## config.mk

```make
export PLATFORM = sky130hd
export DESIGN_NAME = host_flr_top
export DESIGN_NICKNAME = d
export VERILOG_FILES = /design/src/rtl/host_flr_pkg.sv /design/src/rtl/pcie_ss_axis_pkg.sv /design/src/rtl/host_flr_func_check.sv /design/src/rtl/host_flr_top.sv
export SDC_FILE = /design/constraint.sdc
export NUM_CORES = 1
export LEC_CHECK = 0
export CORE_MARGIN = 2
export CORE_UTILIZATION = 40
export DETAILED_ROUTE_END_ITERATION = 16
export GPL_TIMING_DRIVEN = 0
export PLACE_DENSITY = 0.81
export SKIP_LAST_GASP = 1
export SYNTH_ARGS = -nofsm -noshare
export SYNTH_HDL_FRONTEND = slang
export SYNTH_SLANG_ARGS = --single-unit
```

## constraint.sdc

```tcl
create_clock -name clk -period 1.88 [get_ports clk]
set_clock_uncertainty 0.05 [all_clocks]
set_input_delay 0.282 -clock clk [delete_from_list [all_inputs] [get_ports clk]]
set_output_delay 0.282 -clock clk [all_outputs]
set_load 0.02 [all_outputs]
```

## src/rtl/host_flr_pkg.sv

```systemverilog
// -----------------------------------------------------------------------------
// host_flr_pkg
// Types and constants shared by the host-side FLR manager and its validator.
// -----------------------------------------------------------------------------
package host_flr_pkg;

    localparam int PF_W                   = 3;
    localparam int VF_W                   = 11;
    localparam int VF_CNT_W               = 12;
    localparam int MAX_PF                 = 8;
    localparam int DEFAULT_TIMEOUT_CYCLES = 4096;

    typedef enum logic [1:0] {
        IDLE  = 2'd0,
        CHECK = 2'd1,
        REQ   = 2'd2,
        WAIT  = 2'd3
    } t_flr_state;

    // Same bit layout as the FLR side-band tdata.
    typedef struct packed {
        logic            vf_active;
        logic [VF_W-1:0] vf_num;
        logic [PF_W-1:0] pf_num;
    } t_flr_func;

endpackage : host_flr_pkg

```

## src/rtl/pcie_ss_axis_pkg.sv

```systemverilog
// -----------------------------------------------------------------------------
// pcie_ss_axis_pkg
// Shared PCIe subsystem AXI-stream side-band types. Only the FLR side-band
// struct is needed by the host FLR manager.
//   t_axis_pcie_flr.tvalid : request/completion valid
//   t_axis_pcie_flr.tdata  : {vf_active, vf_num[10:0], pf_num[2:0]}
// -----------------------------------------------------------------------------
package pcie_ss_axis_pkg;

    localparam int FLR_TDATA_W = 15;

    typedef struct packed {
        logic                   tvalid;
        logic [FLR_TDATA_W-1:0] tdata;
    } t_axis_pcie_flr;

endpackage : pcie_ss_axis_pkg

```

## src/rtl/host_flr_func_check.sv

```systemverilog
// -----------------------------------------------------------------------------
// host_flr_func_check
// Combinational validator for an FLR target function.
// A function is valid when its PF is below NUM_PF, the PF is enabled, and,
// for a VF target, the VF number is below that PF's configured VF count.
// Ports:
//   func  in  t_flr_func  function to validate
//   valid out 1           1 = function exists in the enabled configuration
// -----------------------------------------------------------------------------
module host_flr_func_check
    import host_flr_pkg::*;
#(
    parameter int                           NUM_PF         = 8,
    parameter logic [MAX_PF-1:0]            PF_ENABLED_VEC = 8'h01,
    parameter logic [MAX_PF*VF_CNT_W-1:0]   PF_NUM_VFS_VEC = '0
) (
    input  t_flr_func func,
    output logic      valid
);

    logic [MAX_PF-1:0] pf_ok;

    // One verdict per PF slot; the target PF then selects its own verdict.
    genvar gi;
    generate
        for (gi = 0; gi < MAX_PF; gi++) begin : g_pf
            localparam logic PF_PRESENT = (gi < NUM_PF) && PF_ENABLED_VEC[gi];
            logic [VF_CNT_W-1:0] num_vfs;

            assign num_vfs   = PF_NUM_VFS_VEC[gi*VF_CNT_W +: VF_CNT_W];
            assign pf_ok[gi] = PF_PRESENT &&
                               (!func.vf_active || ({1'b0, func.vf_num} < num_vfs));
        end
    endgenerate

    assign valid = pf_ok[func.pf_num];

endmodule : host_flr_func_check

```

## src/rtl/host_flr_top.sv

```systemverilog
// -----------------------------------------------------------------------------
// host_flr_top
// Host-side Function-Level Reset manager. Takes one FLR command at a time,
// validates the target, issues a single-cycle FLR request and waits for the
// matching completion, reporting done / invalid / unexpected / timeout events.
// Ports:
//   clk, rst_n        clock, synchronous active-low reset
//   cmd_valid/ready   command handshake; ready only in IDLE
//   cmd_pf/vf/vf_active  target function
//   flr_req_if        FLR request (tvalid for exactly one cycle)
//   flr_rsp_if        FLR completion
//   busy              state is not IDLE
//   flr_done, err_invalid, err_unexpected, err_timeout  single-cycle pulses
//   flr_count         completed FLR count, saturating
// -----------------------------------------------------------------------------
module host_flr_top
    import host_flr_pkg::*;
#(
    parameter int                           NUM_PF         = 8,
    parameter logic [MAX_PF-1:0]            PF_ENABLED_VEC = 8'h01,
    parameter logic [MAX_PF*VF_CNT_W-1:0]   PF_NUM_VFS_VEC = '0,
    parameter int                           TIMEOUT_CYCLES = DEFAULT_TIMEOUT_CYCLES
) (
    input  logic                             clk,
    input  logic                             rst_n,
    input  logic                             cmd_valid,
    output logic                             cmd_ready,
    input  logic [2:0]                       cmd_pf,
    input  logic [10:0]                      cmd_vf,
    input  logic                             cmd_vf_active,
    output pcie_ss_axis_pkg::t_axis_pcie_flr flr_req_if,
    input  pcie_ss_axis_pkg::t_axis_pcie_flr flr_rsp_if,
    output logic                             busy,
    output logic                             flr_done,
    output logic                             err_invalid,
    output logic                             err_unexpected,
    output logic                             err_timeout,
    output logic [15:0]                      flr_count
);

    localparam int                 TIMER_W    = (TIMEOUT_CYCLES > 2) ? $clog2(TIMEOUT_CYCLES) : 1;
    localparam logic [TIMER_W-1:0] TIMER_LAST = TIMER_W'(TIMEOUT_CYCLES - 1);

    t_flr_state         state_q, state_d;
    t_flr_func          func_q, func_d;
    logic [TIMER_W-1:0] timer_q, timer_d;
    logic [15:0]        flr_count_q, flr_count_d;

    logic               func_valid;
    logic [14:0]        func_bits;
    logic               rsp_match;
    logic               done_c, invalid_c, unexpected_c, timeout_c;

    host_flr_func_check #(
        .NUM_PF         (NUM_PF),
        .PF_ENABLED_VEC (PF_ENABLED_VEC),
        .PF_NUM_VFS_VEC (PF_NUM_VFS_VEC)
    ) u_func_check (
        .func  (func_q),
        .valid (func_valid)
    );

    assign func_bits = func_q;
    assign rsp_match = flr_rsp_if.tvalid && (flr_rsp_if.tdata == func_bits);

    always_comb begin
        state_d      = state_q;
        func_d       = func_q;
        timer_d      = timer_q;
        flr_count_d  = flr_count_q;
        done_c       = 1'b0;
        invalid_c    = 1'b0;
        unexpected_c = 1'b0;
        timeout_c    = 1'b0;

        case (state_q)
            IDLE: begin
                unexpected_c = flr_rsp_if.tvalid;
                if (cmd_valid) begin
                    func_d.vf_active = cmd_vf_active;
                    func_d.vf_num    = cmd_vf_active ? cmd_vf : '0;
                    func_d.pf_num    = cmd_pf;
                    state_d          = CHECK;
                end
            end
            CHECK: begin
                unexpected_c = flr_rsp_if.tvalid;
                if (func_valid) begin
                    state_d = REQ;
                end else begin
                    invalid_c = 1'b1;
                    state_d   = IDLE;
                end
            end
            REQ: begin
                unexpected_c = flr_rsp_if.tvalid;
                timer_d      = '0;
                state_d      = WAIT;
            end
            WAIT: begin
                timer_d      = timer_q + TIMER_W'(1);
                unexpected_c = flr_rsp_if.tvalid && !rsp_match;
                // A match on the last timer cycle takes priority over timeout.
                if (rsp_match) begin
                    done_c = 1'b1;
                    if (flr_count_q != 16'hFFFF) begin
                        flr_count_d = flr_count_q + 16'd1;
                    end
                    state_d = IDLE;
                end else if (timer_q == TIMER_LAST) begin
                    timeout_c = 1'b1;
                    state_d   = IDLE;
                end
            end
            default: begin
                state_d = IDLE;
            end
        endcase
    end

    always_ff @(posedge clk) begin
        if (!rst_n) begin
            state_q     <= IDLE;
            func_q      <= '0;
            timer_q     <= '0;
            flr_count_q <= '0;
        end else begin
            state_q     <= state_d;
            func_q      <= func_d;
            timer_q     <= timer_d;
            flr_count_q <= flr_count_d;
        end
    end

    // Outputs are forced low while reset is held so nothing leaks out of an
    // abandoned operation in the reset cycle itself.
    always_comb begin
        flr_req_if = '0;
        if (rst_n && (state_q == REQ)) begin
            flr_req_if.tvalid = 1'b1;
            flr_req_if.tdata  = func_bits;
        end
    end

    assign cmd_ready      = rst_n && (state_q == IDLE);
    assign busy           = rst_n && (state_q != IDLE);
    assign flr_done       = rst_n && done_c;
    assign err_invalid    = rst_n && invalid_c;
    assign err_unexpected = rst_n && unexpected_c;
    assign err_timeout    = rst_n && timeout_c;
    assign flr_count      = rst_n ? flr_count_q : 16'd0;

endmodule : host_flr_top

```

==> results of run 1 <==
Yosys cell counts, types with 2 or more instances:
cell and number:
a21oi_1 26, and2_1 29, and4_1 2, buf_1 2
buf_6 2, clkbuf_1 10, dfxtp_1 45, ha_1 2
inv_1 5, mux2_1 3, mux2_2 5, nand2_1 41
nand3_1 21, nand4_1 8, nor2_1 34, nor3_1 6
nor4_1 8, nor4_4 2, o21ai_0 5, o31ai_1 5
or3_1 5, or4_1 4, xnor2_1 5, xor2_1 20
final cells by class:
| class | instances | area share, % |
|---|---|---|
| clock inverter | 3 | 0.630 |
| inverter | 5 | 0.535 |
| buffer | 15 | 4.13 |
| timing repair buffer | 98 | 21.9 |
| sequential | 45 | 23.4 |
| tap | 75 | 2.36 |
| clock buffer | 5 | 1.73 |
| multi-input combinational | 246 | 45.3 |
routing by layer:
layer | GRT usage [%] | part of all wire (%)
met5 | 0 | 0
met1 | 26.7 | 40
met3 | 4.57 | 4.6
met4 | 10.7 | 3.9
met2 | 37.8 | 52
power groups by stage:
stage | registers, mW | logic [mW] | clock network (mW)
after floorplan | 1.02 | 0.220 | 0
after global placement | 1.03 | 0.368 | 0
after detailed placement | 1.03 | 0.377 | 0
after CTS | 1.01 | 0.436 | 0.642
after global routing | 1.02 | 0.511 | 0.707
final | 1.01 | 0.474 | 0.642
state kept, by name, indices dropped and copies added, names as in the netlist, named ones only:
signal,cells
func_bits,15
timer_q,12
state_q,1
flr_count_q,16
cells by family after synthesis:
kind of cell / count (synthesis) / share of synthesized area [%]
multiplexers: 8 / 3.62
AND/OR/NAND/NOR: 170 / 36.9
flip-flops: 45 / 36.2
XOR/XNOR: 25 / 8.80
AO/OA/AOI/OAI: 41 / 9.21
adder cells (fa/ha/maj): 2 / 1.01
buffers and inverters: 21 / 4.23
worst min path at each step:
stage,start,to,slack (ns),cells past startpoint
3_5_place_dp,func_bits[13],func_bits[13],0.42,2
6_report,rst_n,flr_count_q[1],0.40,4
4_1_cts,func_bits[13],func_bits[13],0.43,2
5_1_grt,rst_n,flr_count_q[1],0.41,4
3_3_place_gp,func_bits[12],func_bits[12],0.41,2
2_1_floorplan,cmd_pf[0],func_bits[0],0.37,2
worst max-delay path, cell delays in order (launching register included):
cell	delay, ns
dfxtp_4	0.36
xor2_2	0.18
nor4_4	0.32
nand2_1	0.13
nor4_1	0.28
a21oi_1	0.11
buf_4	0.18
through the flow:
step | setup TNS (ns) | utilization (%) | cells
CTS | -4.53 | 62.2 | 483
floorplan | -0.117 | - | 312
finish | -4.73 | 66.7 | 492
global route | -6.39 | 66.7 | 492
detailed placement | -39.02 | 55.4 | 458
global placement | -37.63 | 55.4 | 458
timing repair:
item / CTS / global route
gates cloned: 3 / 1
pin swaps: 16 / 20
setup buffers: 14 / 11
gates resized for setup: 189 / 64
setup endpoints to repair: 63 / 54
==> metrics.md, run 1 <==
| Metric | Value |
|---|---|
| Post-synth top flop | `dfxtp_1` |
| Area share of the largest cell type after synthesis | `36.2%` |
| Cell area after synthesis | `2490 µm²` |
| Fin. Hold Viols | `0` |
| Power share of the sequential group | `47.6%` |
| Largest cells by area after synthesis | `dfxtp_1, and2_1, xor2_1` |
| Multi-input logic area | `1800 µm²` |
| DRC Markers | `0` |
| Worst setup path endpoint | `err_unexpected` |
| Final period util | `117%` |
| Critical Path Source | `func_bits[1]` |
| Relative slew slack | `55.5%` |
| PwrDens | `536 nW/µm²` |
| # nets final | `452` |
| TritonCTS buffer count | `5` |
| GRT overflow | `0` |
| Seq/Total Area, Yosys | `36.2%` |
| Pin count of the biggest net entering global routing | `17` |
| Synth area leader | `dfxtp_1` |
| Routed Antenna Nets | `0` |
| Syn Nets | `348` |
| Clk pin slew, worst setup/hold paths | `0.09 ns` |
| Layout area overhead | `59.7%` |
| Worst VDD drop | `0.415 mV` |
| Tmin final | `2.21 ns` |
| Fill count | `455` |
| # IOs | `72` |
| Hold Buf Count CTS | `0` |
| FF+latch area | `928 µm²` |
| Share of layout cells above drive strength 1 | `34.5%` |
| DR pass1 iterations | `4` |
| Post-Place Cell Area | `3300 µm²` |
| Setup Crit Path Kind | `reg2out` |
| DR vias/cell | `5.51` |
| RSZ-0062 raised after global routing | `true` |
| Buffers on Ports | `71` |
| Routed len/inst | `16.8 µm` |
| Synth unique cells | `41` |
| Cells after Synth | `312` |
| Initial DRC Count | `176` |
| Worst slew pin tran | `0.664 ns` |
| Worst Path Max Fanout | `2` |
| Routability Congestion | `0.852` |
| Failing checks | `setup timing` |
| Fmax | `0.453 GHz` |
| First-pass GRT wire length | `12600 µm` |
| Yosys warns | `0` |
| Commonest non-fill, non-tap cell in the layout | `nand2_1` |
| Core footprint | `5960 µm²` |
| Cell internal pwr | `1.47 mW` |
| Reg2Reg Setup Slack | `-0.31 ns` |
| Vias in the first global route | `2590` |
| Seq cells post-synth | `45` |
| Req. time, crit path | `1.55 ns` |
| CTS tree | `yes` |
| FF-to-FF Start | `func_bits[1]` |
| Worst skew pair latency | `0.31 ns` |
| Leak Pwr | `1.65 nW` |
| Setup violators final | `21` |
| Die Span Y | `82.9 µm` |
| Number of synthesized flops with an enable pin | `0` |
| Average cell area after synthesis | `7.97 µm²` |
| Most frequent cells in the layout | `nand2_1, nor2_1, buf_4, dfxtp_1` |
| Rows | `28` |
| Startpoint Class | `flop` |
| Detailed Route WL | `8270 µm` |
| Fin area | `3970 µm²` |
| N_diodes | `0` |
| Max Cap Violations | `0` |
| Sw Share | `31.0%` |
| Ys async rst share | `0%` |
| Status | `complete, but fails checks` |
| Detail Placement HPWL | `5080 µm` |
| Initial Util | `41.8%` |
| Clk sinks | `45` |
| Comb pwr share | `22.3%` |
| Post-layout worst setup margin | `-0.326 ns` |
| Net Sw Power | `0.659 mW` |
| Pre-CTS worst setup slack | `-1.07 ns` |
| Cell at the root of the clock tree | `clkbuf_8` |
| WHS | `0.401 ns` |
| Tot Pwr | `2.13 mW` |
| Die width | `82.9 µm` |
| Vias | `2712` |
| Pins over their slew limit | `0` |
| Worst Setup End Kind | `output port` |
| Clock tree buffer depth | `2` |
| Register-to-Register Path Depth | `8` |
| Initial antenna violation count | `0` |
| Crit path DAT | `1.87 ns` |
| R2R Path End | `flr_count_q[3]` |
| Clock Power Share | `30.2%` |
| Die Area | `6860 µm²` |
| H-Tree Depth | `2` |
| Total track usage | `22.2%` |
| Hold Path Class | `in2reg` |
No activity file was read; power rests on OpenSTA's default activity.
==> inputs of run 2 (changes only) <==
PLACE_DENSITY = 0.78   (was 0.81)
clock period = 2.1 ns   (was 1.88 ns; I/O delays follow)
==> run 2 against run 1 <==
Against the previous run:
- the run still ends with setup timing left
- clock power decreased by 14%
- critical path depth decreased by 1
- non-clock buffer count decreased by 10
- wire length decreased by 9.9%
- combinational power decreased by 19%
- first-iteration DRC count decreased by 16%
- sequential power decreased by 10%
- final area decreased by 5.9%
- sequential cell count unchanged
==> metrics.md, run 2 (same netlist as run 1, synthesis figures left out) <==
| Metric | Value |
|---|---|
| Status | `complete, but fails checks` |
| Failing checks | `setup timing` |
| WHS Path Cells | `2 (-2)` |
| Fmax | `0.432 GHz` |
| Sw Share | `29.2% (-1.7 points)` |
| Comb pwr share | `20.8% (-1.5 points)` |
| First-pass GRT wire length | `11800 µm (-6.4%)` |
| Detailed Route WL | `7450 µm (-9.9%)` |
| Register-to-Register Path Depth | `8 (unchanged)` |
| Cell at the root of the clock tree | `clkbuf_8` |
| CTS tree | `yes` |
| Detail Placement HPWL | `4920 µm (-3.1%)` |
| Vias | `2563 (-5.5%)` |
| DRC Markers | `0 (unchanged)` |
| # nets final | `442 (-2.2%)` |
| Most frequent cells in the layout | `nand2_1, nor2_1, and2_1, dfxtp_1, clkdlybuf4s50_1` |
| GRT overflow | `0 (unchanged)` |
| Req. time, crit path | `1.74 ns (+0.19 ns)` |
| RSZ-0062 raised after global routing | `true` |
| Setup violators final | `17 (-19%)` |
| Hold Path Class | `reg2reg` |
| Worst Path Max Fanout | `4 (+2)` |
| Power share of the sequential group | `49.2% (+1.6 points)` |
| Fill count | `522 (+15%)` |
| Fin. Hold Viols | `0 (unchanged)` |
| Crit path DAT | `1.95 ns (+0.08 ns)` |
| Die Span Y | `82.9 µm (unchanged)` |
| Reg2Reg Setup Slack | `-0.18 ns (+0.13 ns)` |
| Initial DRC Count | `148 (-16%)` |
| Pin count of the biggest net entering global routing | `13 (-4)` |
| TritonCTS buffer count | `5 (unchanged)` |
| Routability Congestion | `0.914 (+7.2%)` |
| Post-Place Cell Area | `3290 µm² (-0.23%)` |
| Worst slew pin tran | `0.698 ns (+0.0340 ns)` |
| Initial antenna violation count | `0 (unchanged)` |
| Worst VDD drop | `0.328 mV (-21%)` |
| Rows | `28 (unchanged)` |
| Largest register FFs | `16 (unchanged)` |
| Placed insts | `458 (unchanged)` |
| Final Non-Filler Cells | `481 (-2.2%)` |
| Clk pin slew, worst setup/hold paths | `0.08 ns (about the same)` |
| Highest cell delay on the worst timing path | `0.41 ns (+0.05 ns)` |
| DR vias/cell | `5.33 (-3.3%)` |
| Initial Util | `41.8% (unchanged)` |
| Commonest non-fill, non-tap cell in the layout | `nand2_1` |
| Clk sinks | `45 (unchanged)` |
| Clock Power Share | `30.0% (-0.2 points)` |
| Routed Antenna Nets | `0 (unchanged)` |
| DR pass1 iterations | `4 (unchanged)` |
| Vias in the first global route | `2543 (-1.8%)` |
| Tmin final | `2.32 ns` |
| Worst Setup End Kind | `output port` |
| PwrDens | `494 nW/µm² (-7.8%)` |
| Startpoint Class | `flop` |
| Tot Pwr | `1.85 mW (-13%)` |
| Cell internal pwr | `1.31 mW (-11%)` |
| Die Area | `6860 µm² (unchanged)` |
| Pins over their slew limit | `0 (unchanged)` |
| Buffers on Ports | `71 (unchanged)` |
| Setup Crit Path Kind | `reg2out` |
| Total track usage | `20.6% (-1.6 points)` |
| Relative slew slack | `53.2% (-2.3 points)` |
| Leak Pwr | `1.52 nW (-8.4%)` |
| N_diodes | `0 (unchanged)` |
| CP Cell Sequence | `ha_2 -> nand3_1 -> or3_4 -> nor4_1 -> buf_4` |
| # IOs | `72 (unchanged)` |
| Worst skew pair latency | `0.30 ns (about the same)` |
| Share of layout cells above drive strength 1 | `30.3% (-4.2 points)` |
| Post-layout worst setup margin | `-0.217 ns (+0.109 ns)` |
| Max Cap Violations | `0 (unchanged)` |
| Layout area overhead | `50.3%` |
| Clock tree buffer depth | `2 (unchanged)` |
| Final period util | `110%` |
| Reg with most FFs | `flr_count_q` |
| Fin area | `3740 µm² (-5.9%)` |
| Net Sw Power | `0.540 mW (-18%)` |
| Core footprint | `5960 µm² (unchanged)` |
| Routed len/inst | `15.5 µm (-7.8%)` |
| Die width | `82.9 µm (unchanged)` |
| CP max-delay cell | `or3_4` |
| H-Tree Depth | `2 (unchanged)` |
## run 2: layer usage
metal	vias to the layer above	global-route usage [%]	part of all wire, %
li1	1257	-	-
met1	1223	25.7	42
met2	72	35.3	51
met3	11	3.38	4.7
met4	0	8.35	1.7
met5	-	0	0
## run 2: final timing paths
check | start | to
max reg2reg | func_bits[0] | flr_count_q[12]
min | func_bits[4] | func_bits[4]
min reg2reg | func_bits[4] | func_bits[4]
max | timer_q[0] | err_timeout
## run 2: area by class of cell
| cell class | instances | area [µm²] | share of cell area, % |
|---|---|---|---|
| tap | 75 | 93.8 | 2.51 |
| inverter | 5 | 18.8 | 0.502 |
| buffer | 16 | 125 | 3.35 |
| sequential | 45 | 926 | 24.8 |
| timing repair buffer | 87 | 748 | 20.0 |
| multi-input combinational | 246 | 1740 | 46.5 |
| clock buffer | 7 | 86.3 | 2.31 |
## run 2: through the flow
stage	utilization (%)	hold slack, ns	setup slack, ns	setup TNS [ns]
after floorplan	-	0.401	0.0327	0
after global placement	55.3	0.414	-0.987	-29.53
after detailed placement	55.3	0.420	-1.01	-30.24
after CTS	60.9	0.435	-0.152	-1.16
after global routing	62.8	0.449	-0.252	-3.04
final	62.8	0.433	-0.217	-1.99
## run 2: what timing repair did
action                                 CTS  global route
hold buffers                             0             0
endpoints found under the hold margin    0             0
buffers inserted                        12             4
pin swaps                               14             8
setup endpoints to repair               54            49
gates resized for setup                135            59
## run 2: critical path, delay by kind of cell, from the launching register on
kind | cells | cell delay, ns
simple gates | 3 | 0.86
fa+ha+maj | 1 | 0.21
buf+inv | 1 | 0.22
flops | 1 | 0.36
## run 2: power groups by stage
stage / registers (mW) / clock network [mW] / logic, mW
floorplan: 0.917 / 0 / 0.196
global placement: 0.921 / 0 / 0.330
detailed placement: 0.922 / 0 / 0.337
CTS: 0.907 / 0.560 / 0.362
global route: 0.913 / 0.594 / 0.414
finish: 0.908 / 0.554 / 0.383
